===== config.mk =====
export PLATFORM = sky130hd
export DESIGN_NAME = uart_baud_gen_flat
export DESIGN_NICKNAME = d
export VERILOG_FILES = /design/src/rtl/uart_pkg.sv /design/src/rtl/uart_baud_gen_if.sv /design/src/rtl/uart_baud_lut.sv /design/src/rtl/uart_baud_gen.sv /design/src/flat_wrapper.sv
export SDC_FILE = /design/constraint.sdc
export NUM_CORES = 1
export LEC_CHECK = 0
export ABC_CLOCK_PERIOD_IN_PS = 3000
export CORE_AREA = 2 2 108 110
export CTS_CLUSTER_SIZE = 24
export DETAILED_ROUTE_END_ITERATION = 12
export DIE_AREA = 0 0 110 112
export SYNTH_ARGS = -nofsm -noshare
export SYNTH_HDL_FRONTEND = slang
export SYNTH_SLANG_ARGS = --single-unit

===== constraint.sdc =====
create_clock -name clk -period 3 [get_ports clk]
set_input_delay 0.6 -clock clk [delete_from_list [all_inputs] [get_ports clk]]
set_output_delay 0.6 -clock clk [all_outputs]
set_load 0.03 [all_outputs]

===== src/rtl/uart_pkg.sv =====
// Shared UART constants: baud-select encoding, table divisor math and the
// oversampling lower bound on the bit divisor.
package uart_pkg;

    typedef enum logic [2:0] {
        BAUD_9600   = 3'd0,
        BAUD_19200  = 3'd1,
        BAUD_38400  = 3'd2,
        BAUD_57600  = 3'd3,
        BAUD_115200 = 3'd4,
        BAUD_230400 = 3'd5,
        BAUD_460800 = 3'd6,
        BAUD_CUSTOM = 3'd7
    } baud_sel_e;

    localparam int OVS_DEFAULT = 16;
    // Each oversample interval needs at least two cycles.
    localparam int OVS_MIN_N   = 2 * OVS_DEFAULT - 1;

    // Terminal count N = round(clk_hz / baud) - 1.
    function automatic int baud_div(input int clk_hz, input int baud);
        return (clk_hz + baud / 2) / baud - 1;
    endfunction

    function automatic int min_div(input int ovs);
        return 2 * ovs - 1;
    endfunction

endpackage


===== src/rtl/uart_baud_gen_if.sv =====
// Control/tick bundle between the UART datapath and the baud generator.
interface uart_baud_gen_if #(
    parameter int CNT_W = 16
);
    logic             en;
    logic [2:0]       baud_sel;
    logic [CNT_W-1:0] div_custom;
    logic             bit_tick;
    logic             mid_tick;
    logic             ovs_tick;
    logic             div_clamped;

    modport master (
        output en, baud_sel, div_custom,
        input  bit_tick, mid_tick, ovs_tick, div_clamped
    );

    modport slave (
        input  en, baud_sel, div_custom,
        output bit_tick, mid_tick, ovs_tick, div_clamped
    );
endinterface


===== src/rtl/uart_baud_lut.sv =====
// Maps a baud selection to its clamped bit count N, half count H and
// oversample count M. OVS must be a power of two in 2..64.
module uart_baud_lut
    import uart_pkg::*;
#(
    parameter int CLK_HZ = 50_000_000,
    parameter int CNT_W  = 16,
    parameter int OVS    = 16
) (
    input  logic [2:0]       baud_sel_i,
    input  logic [CNT_W-1:0] div_custom_i,
    output logic [CNT_W-1:0] n_o,
    output logic [CNT_W-1:0] h_o,
    output logic [CNT_W-1:0] m_o,
    output logic             clamped_o
);
    localparam int OVS_LOG2 = $clog2(OVS);
    localparam logic [CNT_W-1:0] MIN_N = CNT_W'(min_div(OVS));

    localparam logic [CNT_W-1:0] N_9600   = CNT_W'(baud_div(CLK_HZ, 9600));
    localparam logic [CNT_W-1:0] N_19200  = CNT_W'(baud_div(CLK_HZ, 19200));
    localparam logic [CNT_W-1:0] N_38400  = CNT_W'(baud_div(CLK_HZ, 38400));
    localparam logic [CNT_W-1:0] N_57600  = CNT_W'(baud_div(CLK_HZ, 57600));
    localparam logic [CNT_W-1:0] N_115200 = CNT_W'(baud_div(CLK_HZ, 115200));
    localparam logic [CNT_W-1:0] N_230400 = CNT_W'(baud_div(CLK_HZ, 230400));
    localparam logic [CNT_W-1:0] N_460800 = CNT_W'(baud_div(CLK_HZ, 460800));

    logic [CNT_W-1:0] raw_n;
    logic [CNT_W:0]   n_plus1;
    logic [CNT_W:0]   m_wide;

    always_comb begin
        // NOTE: every output of a combinational block is given a value before
        // any branch, so no path can leave it holding state (no latch).
        raw_n   = div_custom_i;
        case (baud_sel_e'(baud_sel_i))
            BAUD_9600:   raw_n = N_9600;
            BAUD_19200:  raw_n = N_19200;
            BAUD_38400:  raw_n = N_38400;
            BAUD_57600:  raw_n = N_57600;
            BAUD_115200: raw_n = N_115200;
            BAUD_230400: raw_n = N_230400;
            BAUD_460800: raw_n = N_460800;
            default:     raw_n = div_custom_i;
        endcase

        clamped_o = (raw_n < MIN_N);
        n_o       = clamped_o ? MIN_N : raw_n;
        h_o       = n_o >> 1;
        // N+1 is formed one bit wider so a full-scale divisor does not wrap.
        n_plus1   = {1'b0, n_o} + {{CNT_W{1'b0}}, 1'b1};
        m_wide    = (n_plus1 >> OVS_LOG2) - {{CNT_W{1'b0}}, 1'b1};
        m_o       = m_wide[CNT_W-1:0];
    end

endmodule


===== src/rtl/uart_baud_gen.sv =====
// Baud tick generator: divisor latch, bit/oversample counters and the
// registered bit, mid-bit and oversample ticks.
module uart_baud_gen
    import uart_pkg::*;
#(
    parameter int CLK_HZ = 50_000_000,
    parameter int CNT_W  = 16,
    parameter int OVS    = 16
) (
    input  logic          clk,
    input  logic          rst_n,
    uart_baud_gen_if.slave bus
);
    localparam int OVS_W = $clog2(OVS) + 1;

    // Reset divisor is the 9600-baud table entry, clamped like the LUT does.
    localparam int  RST_RAW   = baud_div(CLK_HZ, 9600);
    localparam bit  RST_CLAMP = (RST_RAW < min_div(OVS));
    localparam int  RST_N_INT = RST_CLAMP ? min_div(OVS) : RST_RAW;
    localparam logic [CNT_W-1:0] RST_N = CNT_W'(RST_N_INT);
    localparam logic [CNT_W-1:0] RST_H = CNT_W'(RST_N_INT / 2);
    localparam logic [CNT_W-1:0] RST_M = CNT_W'(((RST_N_INT + 1) >> $clog2(OVS)) - 1);

    logic [CNT_W-1:0] lut_n, lut_h, lut_m;
    logic             lut_clamped;

    uart_baud_lut #(
        .CLK_HZ (CLK_HZ),
        .CNT_W  (CNT_W),
        .OVS    (OVS)
    ) u_lut (
        .baud_sel_i   (bus.baud_sel),
        .div_custom_i (bus.div_custom),
        .n_o          (lut_n),
        .h_o          (lut_h),
        .m_o          (lut_m),
        .clamped_o    (lut_clamped)
    );

    logic [CNT_W-1:0] n_q, n_d, h_q, h_d, m_q, m_d;
    logic             clamped_q, clamped_d;
    logic [CNT_W-1:0] cnt_q, cnt_d, oc_q, oc_d;
    logic [OVS_W-1:0] ovs_n_q, ovs_n_d;
    logic             bit_q, bit_d, mid_q, mid_d, ovs_q, ovs_d;
    logic             wrap, oc_hit, ovs_ok;

    always_comb begin
        n_d       = n_q;
        h_d       = h_q;
        m_d       = m_q;
        clamped_d = clamped_q;
        if (!bus.en) begin
            n_d       = lut_n;
            h_d       = lut_h;
            m_d       = lut_m;
            clamped_d = lut_clamped;
        end

        wrap   = bus.en && (cnt_q == n_q);
        oc_hit = (oc_q == m_q);
        // Caps the bit at OVS ticks; the remainder cycles stretch the last gap.
        ovs_ok = (ovs_n_q < OVS_W'(OVS));

        cnt_d   = '0;
        oc_d    = '0;
        ovs_n_d = '0;
        if (bus.en && !wrap) begin
            cnt_d   = cnt_q + 1'b1;
            oc_d    = oc_hit ? '0 : oc_q + 1'b1;
            ovs_n_d = ovs_n_q + OVS_W'(oc_hit && ovs_ok);
        end

        bit_d = wrap;
        mid_d = bus.en && (cnt_q == h_q);
        ovs_d = bus.en && oc_hit && ovs_ok;
    end

    // NOTE: state registers use non-blocking assignments so every flop samples
    // the pre-edge values regardless of statement order.
    always_ff @(posedge clk or negedge rst_n) begin
        if (!rst_n) begin
            n_q       <= RST_N;
            h_q       <= RST_H;
            m_q       <= RST_M;
            clamped_q <= RST_CLAMP;
            cnt_q     <= '0;
            oc_q      <= '0;
            ovs_n_q   <= '0;
            bit_q     <= 1'b0;
            mid_q     <= 1'b0;
            ovs_q     <= 1'b0;
        end else begin
            n_q       <= n_d;
            h_q       <= h_d;
            m_q       <= m_d;
            clamped_q <= clamped_d;
            cnt_q     <= cnt_d;
            oc_q      <= oc_d;
            ovs_n_q   <= ovs_n_d;
            bit_q     <= bit_d;
            mid_q     <= mid_d;
            ovs_q     <= ovs_d;
        end
    end

    assign bus.bit_tick    = bit_q;
    assign bus.mid_tick    = mid_q;
    assign bus.ovs_tick    = ovs_q;
    assign bus.div_clamped = clamped_q;

endmodule

===== src/flat_wrapper.sv =====
// flat-port wrapper written by rule: the top's interface ports become plain ports
module uart_baud_gen_flat import uart_pkg::*;
#(
    parameter int CLK_HZ = 50_000_000,
    parameter int CNT_W  = 16,
    parameter int OVS    = 16
)
  (clk, rst_n, bus_en, bus_baud_sel, bus_div_custom, bus_bit_tick, bus_mid_tick, bus_ovs_tick, bus_div_clamped);
  uart_baud_gen_if #(.CNT_W(CNT_W)) bus_i ();
  input  logic clk;
  input  logic rst_n;
  input wire logic [$bits(bus_i.en)-1:0] bus_en;
  input wire logic [$bits(bus_i.baud_sel)-1:0] bus_baud_sel;
  input wire logic [$bits(bus_i.div_custom)-1:0] bus_div_custom;
  output wire logic [$bits(bus_i.bit_tick)-1:0] bus_bit_tick;
  output wire logic [$bits(bus_i.mid_tick)-1:0] bus_mid_tick;
  output wire logic [$bits(bus_i.ovs_tick)-1:0] bus_ovs_tick;
  output wire logic [$bits(bus_i.div_clamped)-1:0] bus_div_clamped;
  assign bus_i.en = bus_en;
  assign bus_i.baud_sel = bus_baud_sel;
  assign bus_i.div_custom = bus_div_custom;
  assign bus_bit_tick = bus_i.bit_tick;
  assign bus_mid_tick = bus_i.mid_tick;
  assign bus_ovs_tick = bus_i.ovs_tick;
  assign bus_div_clamped = bus_i.div_clamped;
  uart_baud_gen #(.CLK_HZ(CLK_HZ), .CNT_W(CNT_W), .OVS(OVS)) u_core (.clk(clk), .rst_n(rst_n), .bus(bus_i));
endmodule

==> reports/qor.yml, run 1 <==
floorplan:
  die-area_um2: 12300
  num_rows: 39
  pin_count: 26
  core_area_um2: 11200
  fp.dieH_um: 112
  die_w_um: 110
  start_util: 0.394
global_routing:
  grt_pass1_vias: 3607
  grt_pass1_wl_mm: 17.9
  track_usage: 0.187
  grt_remaining_overflow: 0
  grt_max_degree: 54
  met2_usage: 0.288
  met1_usage: 0.254
  busiest_layer: "met2"
  antenna_found_initial: 0
  use_met3: 0.0398
logic_synthesis:
  synth_area_leaders: "dfrtp_1 35%, xor2_1 10%, xnor2_1 6.8%"
  async_reset_ff_frac: 1.00
  synth_area_um2: 4410
  yosys_register_bits: 71
  syn-mean-instance-area_um2: 9.40
  yosysWarnings: 0
  synth_cell_type_count: 70
  syn_nets: 498
  seq_area_frac_synth: 0.406
  yosysTopAreaCellShare: 0.346
  syn_inst: 469
  synth.largest_area_cell: "dfrtp_1"
  synth-edff-count: 0
  yosys_most_used_dff: "dfrtp_1"
critical_path:
  cp.arrival_ns: 3.05
  worstPathCellList: "clkdlybuf4s50_1, mux2_4, a31o_1, nor4_4, buf_4, nand2b_1, ha_2, nor4b_4, nand4_1, o31ai_2, xor2_1, o21ai_1"
  cp_data_required_time_ns: 3.20
  crit_buf_inv: 2
  critPathLaunchType: "input pin"
  crit_fanout: 5
  critPathCaptureType: "register"
  crit_type: "in2reg"
  critPathTopFamily: "simple AND/OR/NAND/NOR gates"
  cpPeakStageDelay_ns: 0.40
  cp_slowest_cell: "clkdlybuf4s50_1"
clock_network:
  cts_tree: "yes"
  clkTransAtPathRegs_ns: 0.05
  root_buffer: "clkbuf_16"
  cts_buffers: 9
  clock-sinks: 71
  clock_path_buffers: 2
  clk_latency_ns: 0.33
  htree_levels: 3
power:
  cellPowerDensity_nw_per_um2: 451
  leakagePower_nw: 2.54
  peakVddDrop_mv: 0.218
route:
  wirelength_mm: 10.5
  ant_nets: 0
  vias_per_cell: 5.22
  first_pass_iters: 4
  vias: 3618
  drt_iter0_drc: 185
  drc: 0
  wl_per_cell_um: 15.1
cells_and_area:
  nNetsFinal: 574
  drive_above_1_share: 0.242
  postLayoutCoreUtil: 0.496
  fin_area_um2: 5540
  fillCellCount: 1017
  num_antenna_cells: 0
  syn2layout_area_growth_pct: 25.7
timing:
  slew_viol_final: 0
  holdWs_ns: 0.204
  min_period_ns: 2.85
  max-slew-margin-rel: 0.583
  finalClockSkew_ns: 0.00530
  hold_viol_final: 0
  max_clock_freq_ghz: 0.351
  setup_viol: 0
  min_period_over_period: 0.949
  tightest_slew_ns: 0.624
placement:
  postPlaceCellArea_um2: 5190
  gp_congestion: 0.863
  numPortBuffers: 25
  hpwlAfterDp_mm: 7.97
job:
  max_cap_violations: 0
run_status:
  status: "complete, no violations"
hold_path:
  hold_class: "in2async"
cells in the mapped netlist (all sizes together), types with 2 or more instances:
cell type / count
nor4: 10
inv: 11
nand2b: 3
xor2: 52
nor2: 56
a2bb2oi: 2
o21ai: 18
dfrtp: 61
or2: 2
nor3: 13
a22o: 2
nand4: 18
and2: 6
clkbuf: 18
dfstp: 10
a21oi: 14
ha: 7
mux2i: 2
a211oi: 2
o22ai: 4
nand2: 34
nor2b: 2
nor4b: 2
nand3: 22
a31oi: 2
and3: 9
mux2: 11
buf: 12
xnor2: 34
a21o: 4
o31ai: 2
or4: 2
or4b: 2
state kept, by name, summed over array words and instances (netlist names):
signal and cells:
u_core.cnt_q 16, u_core.bus.div_clamped 1, u_core.bus.mid_tick 1, u_core.oc_q 16
u_core.m_q 14, u_core.ovs_n_q 5, u_core.bus.bit_tick 1, u_core.bus.ovs_tick 1
u_core.n_q 16
per-layer routing:
| metal | up-vias | wire (um) |
|---|---|---|
| met3 | 19 | 420 |
| met5 | - | 0 |
| met1 | 1753 | 4920 |
| met2 | 69 | 4890 |
| li1 | 1777 | - |
| met4 | 0 | 255 |
cells in the final DEF, fill, tap and decap left out, drive strengths merged, types with 14 or more instances in the layout:
| master | netlist | layout |
|---|---|---|
| a21oi | 14 | 14 |
| nand4 | 18 | 18 |
| buf | 12 | 71 |
| o21ai | 18 | 18 |
| dfrtp | 61 | 61 |
| xor2 | 52 | 52 |
| nor2 | 56 | 56 |
| nand3 | 22 | 22 |
| clkdlybuf4s50 | 0 | 16 |
| xnor2 | 34 | 34 |
| nand2 | 34 | 34 |
| clkbuf | 18 | 15 |
worst reg2reg max path, stage by stage (launching register included):
cell and delay, ns:
dfrtp_1 0.43, or4_1 0.54, a211oi_1 0.30, nand4_1 0.21
nor2_1 0.15, ha_1 0.18, ha_1 0.18, nand3_1 0.11
xor2_1 0.15, nor2_1 0.05
power breakdown:
| group | switching [W] | internal (W) | leakage [nW] |
|---|---|---|---|
| Combinational | 0.000232 | 0.000241 | 1.48 |
| Sequential | 0.0000590 | 0.00103 | 0.928 |
| Clock | 0.000384 | 0.000555 | 0.126 |
metrics by stage:
| stage | cells | worst slack [ns] | TNS, ns | power, W |
|---|---|---|---|---|
| detailed placement | 669 | -0.650 | -4.69 | 0.00156 |
| floorplan | 469 | -0.247 | -0.826 | 0.00137 |
| CTS | 687 | 0.00263 | 0 | 0.00252 |
| global route | 693 | -0.00480 | -0.00480 | 0.00263 |
| global placement | 669 | -0.575 | -3.91 | 0.00155 |
| finish | 693 | 0.153 | 0 | 0.00250 |
repair_timing:
action,4_1_cts,5_1_grt
pin swaps,5,8
endpoints found under the setup margin,6,6
setup buffers,2,6
hold buffers,0,0
gates resized for setup,8,14
gates cloned,0,0
path summary, 6_finish.rpt:
path / from / end / slack (ns) / cells past startpoint
worst max-delay path: bus_div_custom[9] / u_core.m_q[10] / 0.15 / 12
worst min-delay path: rst_n / u_core.bus.div_clamped / 0.20 / 1
worst max register to register: u_core.oc_q[13] / u_core.ovs_n_q[4] / 0.58 / 9
worst min register to register: u_core.n_q[4] / u_core.n_q[4] / 0.49 / 2
max in group asynchronous: rst_n / u_core.m_q[2] / 2.12 / 2
min in group clk: u_core.n_q[4] / u_core.n_q[4] / 0.49 / 2
cell families (layout without fill, tap and decap cells):
| group | Yosys count | in the layout | share of synthesized area |
|---|---|---|---|
| and+or+nand+nor | 187 | 187 | 0.223 |
| muxes | 13 | 13 | 0.0344 |
| xor gates and xnor gates | 86 | 86 | 0.171 |
| AOI/OAI and AO/OA | 64 | 64 | 0.101 |
| adders and majority gates | 7 | 7 | 0.0199 |
| buffers and inverters | 41 | 122 | 0.0443 |
| DFF | 71 | 71 | 0.406 |
final cells by class:
class | instances | area, um2 | share of cell area
clock buffers | 12 | 236 | 0.0427
inverters | 11 | 43.8 | 0.00791
clock inverters | 4 | 22.5 | 0.00407
multi-input cells | 357 | 2480 | 0.448
repair buffers | 95 | 788 | 0.142
flip-flops and latches | 71 | 1790 | 0.323
well taps | 143 | 179 | 0.0323
Power figures use the tool's default switching activity.
==> run 2, diff against run 1 <==
--- a/config.mk
+++ b/config.mk
@@ -6,6 +6,7 @@
 export NUM_CORES = 1
 export LEC_CHECK = 0
 export ABC_CLOCK_PERIOD_IN_PS = 3000
+export CAP_MARGIN = 20
 export CORE_AREA = 2 2 108 110
 export CTS_CLUSTER_SIZE = 24
 export DETAILED_ROUTE_END_ITERATION = 12
@@ -13,3 +14,4 @@
 export SYNTH_ARGS = -nofsm -noshare
 export SYNTH_HDL_FRONTEND = slang
 export SYNTH_SLANG_ARGS = --single-unit
+export TNS_END_PERCENT = 5
==> reports/qor.yml, run 2 (synthesis results as in run 1) <==
run_status:
  status: "complete, no violations"
global_routing:
  antenna_found_initial: 0
  grt_pass1_wl_mm: 18.0
  grt_remaining_overflow: 0
  grt_max_degree: 50
  track_usage: 0.188
  grt_pass1_vias: 3650
cells_and_area:
  fillCellCount: 1029
  top_regs: "u_core.cnt_q x16, u_core.n_q x16, u_core.oc_q x16"
  drive_above_1_share: 0.246
  fin_area_um2: 5580
  postLayoutCoreUtil: 0.499
  syn2layout_area_growth_pct: 26.6
  nNetsFinal: 572
  most-common-layout-cells: "64 x buf_4, 61 x dfrtp_1, 55 x nor2_1"
  num_antenna_cells: 0
  final_common_cell: "buf_4"
power:
  switching_share: 0.273
  p_seq_frac: 0.427
  share_comb_of_total_power: 0.187
  power_switching_w: 0.000695
  cellPowerDensity_nw_per_um2: 456
  p_clk_frac: 0.387
  internal_power_w: 0.00185
  leakagePower_nw: 2.57
  peakVddDrop_mv: 0.241
timing:
  setup_viol: 0
  finalClockSkew_ns: 0.00991
  max_clock_freq_ghz: 0.350
  fin_ws_ns: 0.144
  tightest_slew_ns: 0.607
  hold_viol_final: 0
  min_period_over_period: 0.952
  max-slew-margin-rel: 0.594
  slew_viol_final: 0
  min_period_ns: 2.86
  setup-tns-final_ns: 0
route:
  wirelength_mm: 10.5
  drt_iter0_drc: 139
  drc: 0
  wl_per_cell_um: 15.1
  ant_nets: 0
  vias: 3579
  vias_per_cell: 5.18
  first_pass_iters: 4
placement:
  pre_cts_ws_ns: -0.668
  numPortBuffers: 25
  hpwlAfterDp_mm: 7.86
  postPlaceCellArea_um2: 5160
  gp_congestion: 0.898
critical_path:
  critPathLaunchType: "input pin"
  cp.arrival_ns: 3.08
  crit_fanout: 4
  crit_type: "in2reg"
  critPathCaptureType: "register"
  cp_data_required_time_ns: 3.22
clock_network:
  clk_latency_ns: 0.34
  clock-sinks: 71
  cts_tree: "yes"
  cts_buffers: 9
  clock_path_buffers: 2
  root_buffer: "clkbuf_16"
  clkTransAtPathRegs_ns: 0.06
  htree_levels: 3
job:
  max_cap_violations: 0
hold_path:
  hold_class: "in2async"
floorplan:
  num_rows: 39
  core_area_um2: 11200
  start_util: 0.394
  fp.dieH_um: 112
  pin_count: 26
  die_w_um: 110
  die-area_um2: 12300
-- run 2: cell types whose count changed in the layout (fill, tap and decap cells not counted), moves of 2 or more --
cell             change
clkbuf_2             -2
clkbuf_1             -2
clkdlybuf4s50_1      -2
nor4_2               +2
buf_2                +2
buf_4                -3
buf_8                +2
-- run 2: worst max-delay path: stages --
cell and delay (ns):
buf_2 0.14, and3_4 0.20, mux2_4 0.30, a31o_1 0.20, nor4_2 0.26, buf_4 0.15, a21oi_2 0.03, xnor2_1 0.13
ha_2 0.20, buf_4 0.14, buf_4 0.14, o41ai_4 0.21, xor2_1 0.10, mux2_2 0.26
-- run 2: final timing paths --
path,startpoint,end,slack [ns],cells past startpoint
max,bus_baud_sel[2],u_core.m_q[4],0.14,14
min,rst_n,u_core.bus.div_clamped,0.24,1
min in group clk,u_core.n_q[4],u_core.n_q[4],0.48,2
max reg2reg,u_core.oc_q[13],u_core.ovs_n_q[4],0.66,9
min reg2reg,u_core.n_q[4],u_core.n_q[4],0.48,2
max in group asynchronous,rst_n,u_core.m_q[2],2.06,2
-- run 2: stage by stage --
step,std cells,hold slack (ns),total power [W]
after global placement,666,0.467,0.00155
after global routing,691,0.274,0.00266
final,691,0.239,0.00254
after detailed placement,666,0.473,0.00156
after floorplan,469,0.304,0.00137
after CTS,686,0.242,0.00256
-- run 2: what timing repair did --
item,4_1_cts,5_1_grt
pin swaps,5,7
setup endpoints to repair,6,6
hold buffers,0,0
gates cloned,0,0
gates resized for setup,10,24
setup buffers,4,5
-- run 2: layer usage --
metal | vias up | track usage | routed length (um)
met1 | 1719 | 0.260 | 4910
met3 | 13 | 0.0392 | 429
met4 | 0 | 0.0658 | 212
met2 | 71 | 0.292 | 4920
met5 | - | 0 | 0
li1 | 1776 | - | -
-- run 2: final cells by class --
cell class	instances	area, um2	share of cell area
clock buffer	11	243	0.0435
inverter	11	43.8	0.00785
multi-input combinational	357	2500	0.449
tap	143	179	0.0321
sequential	71	1790	0.321
clock inverter	5	33.8	0.00606
timing repair buffer	93	787	0.141
-- run 2: power groups by stage --
| stage | Combinational (W) | Sequential [W] | Clock, W |
|---|---|---|---|
| floorplan | 0.000281 | 0.00109 | 0 |
| global placement | 0.000447 | 0.00110 | 0 |
| detailed placement | 0.000454 | 0.00110 | 0 |
| CTS | 0.000462 | 0.00109 | 0.00101 |
| global route | 0.000523 | 0.00109 | 0.00104 |
| finish | 0.000475 | 0.00109 | 0.000983 |
==> run 3, diff against run 2 <==
--- a/config.mk
+++ b/config.mk
@@ -11,6 +11,8 @@
 export CTS_CLUSTER_SIZE = 24
 export DETAILED_ROUTE_END_ITERATION = 12
 export DIE_AREA = 0 0 110 112
+export HOLD_SLACK_MARGIN = 0.05
+export PLACE_DENSITY_LB_ADDON = 0.05
 export SYNTH_ARGS = -nofsm -noshare
 export SYNTH_HDL_FRONTEND = slang
 export SYNTH_SLANG_ARGS = --single-unit
==> reports/qor.yml, run 3 (synthesis results as in run 1) <==
floorplan:
  die-area_um2: 12300
  pin_count: 26
  start_util: 0.394
  core_area_um2: 11200
  die_w_um: 110
  fp.dieH_um: 112
  num_rows: 39
clock_network:
  cts_hold_buffers: 0
  clock_path_buffers: 2
  cts_tree: "yes"
  root_buffer: "clkbuf_16"
  clkTransAtPathRegs_ns: 0.05
  cts_buffers: 9
  clock-sinks: 71
  htree_levels: 3
  clk_latency_ns: 0.33
critical_path:
  r2r-end: "u_core.oc_q[11]"
  r2r_slack_ns: 0.63
  reg2regPathDepth: 5
  crit_fanout: 5
  critPathLaunchType: "input pin"
  critPathCaptureType: "register"
  crit_type: "in2reg"
  cp_data_required_time_ns: 3.21
  regToRegStartpoint: "u_core.cnt_q[2]"
  cp.arrival_ns: 2.96
cells_and_area:
  syn2layout_area_growth_pct: 28.2
  final_common_cell: "buf_4"
  drive_above_1_share: 0.254
  most-common-layout-cells: "71 x buf_4, 61 x dfrtp_1, 55 x nor2_1"
  top_regs: "u_core.cnt_q x16, u_core.n_q x16, u_core.oc_q x16"
  num_antenna_cells: 0
  fillCellCount: 1035
  nNetsFinal: 576
global_routing:
  grt_pass1_wl_mm: 18.3
  grt_pass1_vias: 3598
  grt_remaining_overflow: 0
  antenna_found_initial: 0
  track_usage: 0.195
  grt_max_degree: 72
timing:
  finalClockSkew_ns: 0.00387
  hold_viol_final: 0
  max-slew-margin-rel: 0.589
  min_period_over_period: 0.917
  holdWs_ns: 0.288
  slew_viol_final: 0
  min_period_ns: 2.75
  setup_viol: 0
  tightest_slew_ns: 0.615
  max_clock_freq_ghz: 0.363
  fin_ws_ns: 0.248
placement:
  gp_congestion: 0.886
  numPortBuffers: 25
  pre_cts_ws_ns: -0.629
  hpwlAfterDp_mm: 8.19
route:
  drc: 0
  first_pass_iters: 4
  ant_nets: 0
  vias_per_cell: 5.13
  wl_per_cell_um: 15.7
  wirelength_mm: 10.9
  vias: 3565
  drt_iter0_drc: 187
power:
  peakVddDrop_mv: 0.353
  cellPowerDensity_nw_per_um2: 471
  leakagePower_nw: 2.62
job:
  max_cap_violations: 0
hold_path:
  hold_class: "in2async"
run_status:
  status: "complete, no violations"
run 3: cell type report:
type / instances / area (um2) / area share
clock buffers: 13 / 270 / 0.0478
inverters: 11 / 43.8 / 0.00775
clock inverters: 3 / 40.0 / 0.00709
well taps: 143 / 179 / 0.0317
flip-flops and latches: 71 / 1790 / 0.317
multi-input cells: 357 / 2510 / 0.445
repair buffers: 97 / 816 / 0.144
run 3: repair_timing:
action / 4_1_cts / 5_1_grt
setup endpoints to repair: 6 / 7
setup buffers: 1 / 7
pin swaps: 5 / 12
gates resized for setup: 4 / 32
run 3: per-layer routing:
metal  vias up  track usage  share of wire
met3        23       0.0351          0.024
met5         -            0              0
li1       1781            -              -
met4         0       0.0911          0.031
met2        53        0.281           0.44
met1      1708        0.279           0.50
run 3: report_power, final:
group	switching (W)	total (W)	internal [W]
clock network	0.000387	0.00110	0.000708
registers	0.0000589	0.00109	0.00103
logic	0.000235	0.000479	0.000243
run 3: stage by stage:
stage                util  TNS [ns]  power [W]  std cells  area [um2]
floorplan               -    -0.830    0.00137        469        4460
global placement    0.465     -4.00    0.00156        671        5200
detailed placement  0.465     -4.56    0.00157        671        5200
CTS                 0.494         0    0.00268        688        5520
global route        0.506   -0.0607    0.00280        695        5650
finish              0.506         0    0.00266        695        5650
run 3: worst max path at each step:
stage / endpoint / from
2_1_floorplan: u_core.m_q[10] / bus_baud_sel[1]
3_3_place_gp: u_core.m_q[10] / bus_baud_sel[2]
3_5_place_dp: u_core.m_q[10] / bus_baud_sel[2]
4_1_cts: u_core.m_q[10] / bus_div_custom[15]
5_1_grt: u_core.m_q[10] / bus_baud_sel[0]
6_report: u_core.m_q[10] / bus_baud_sel[0]
run 3: critical path: stages:
cell      delay, ns
buf_4          0.11
buf_4          0.12
nor4bb_4       0.28
o21ai_1        0.13
and2_4         0.17
nor4_4         0.25
buf_4          0.16
a21oi_2        0.03
xnor2_1        0.18
ha_2           0.24
nor4b_4        0.23
nand4_1        0.13
o31ai_2        0.10
xor2_1         0.16
o21ai_1        0.07
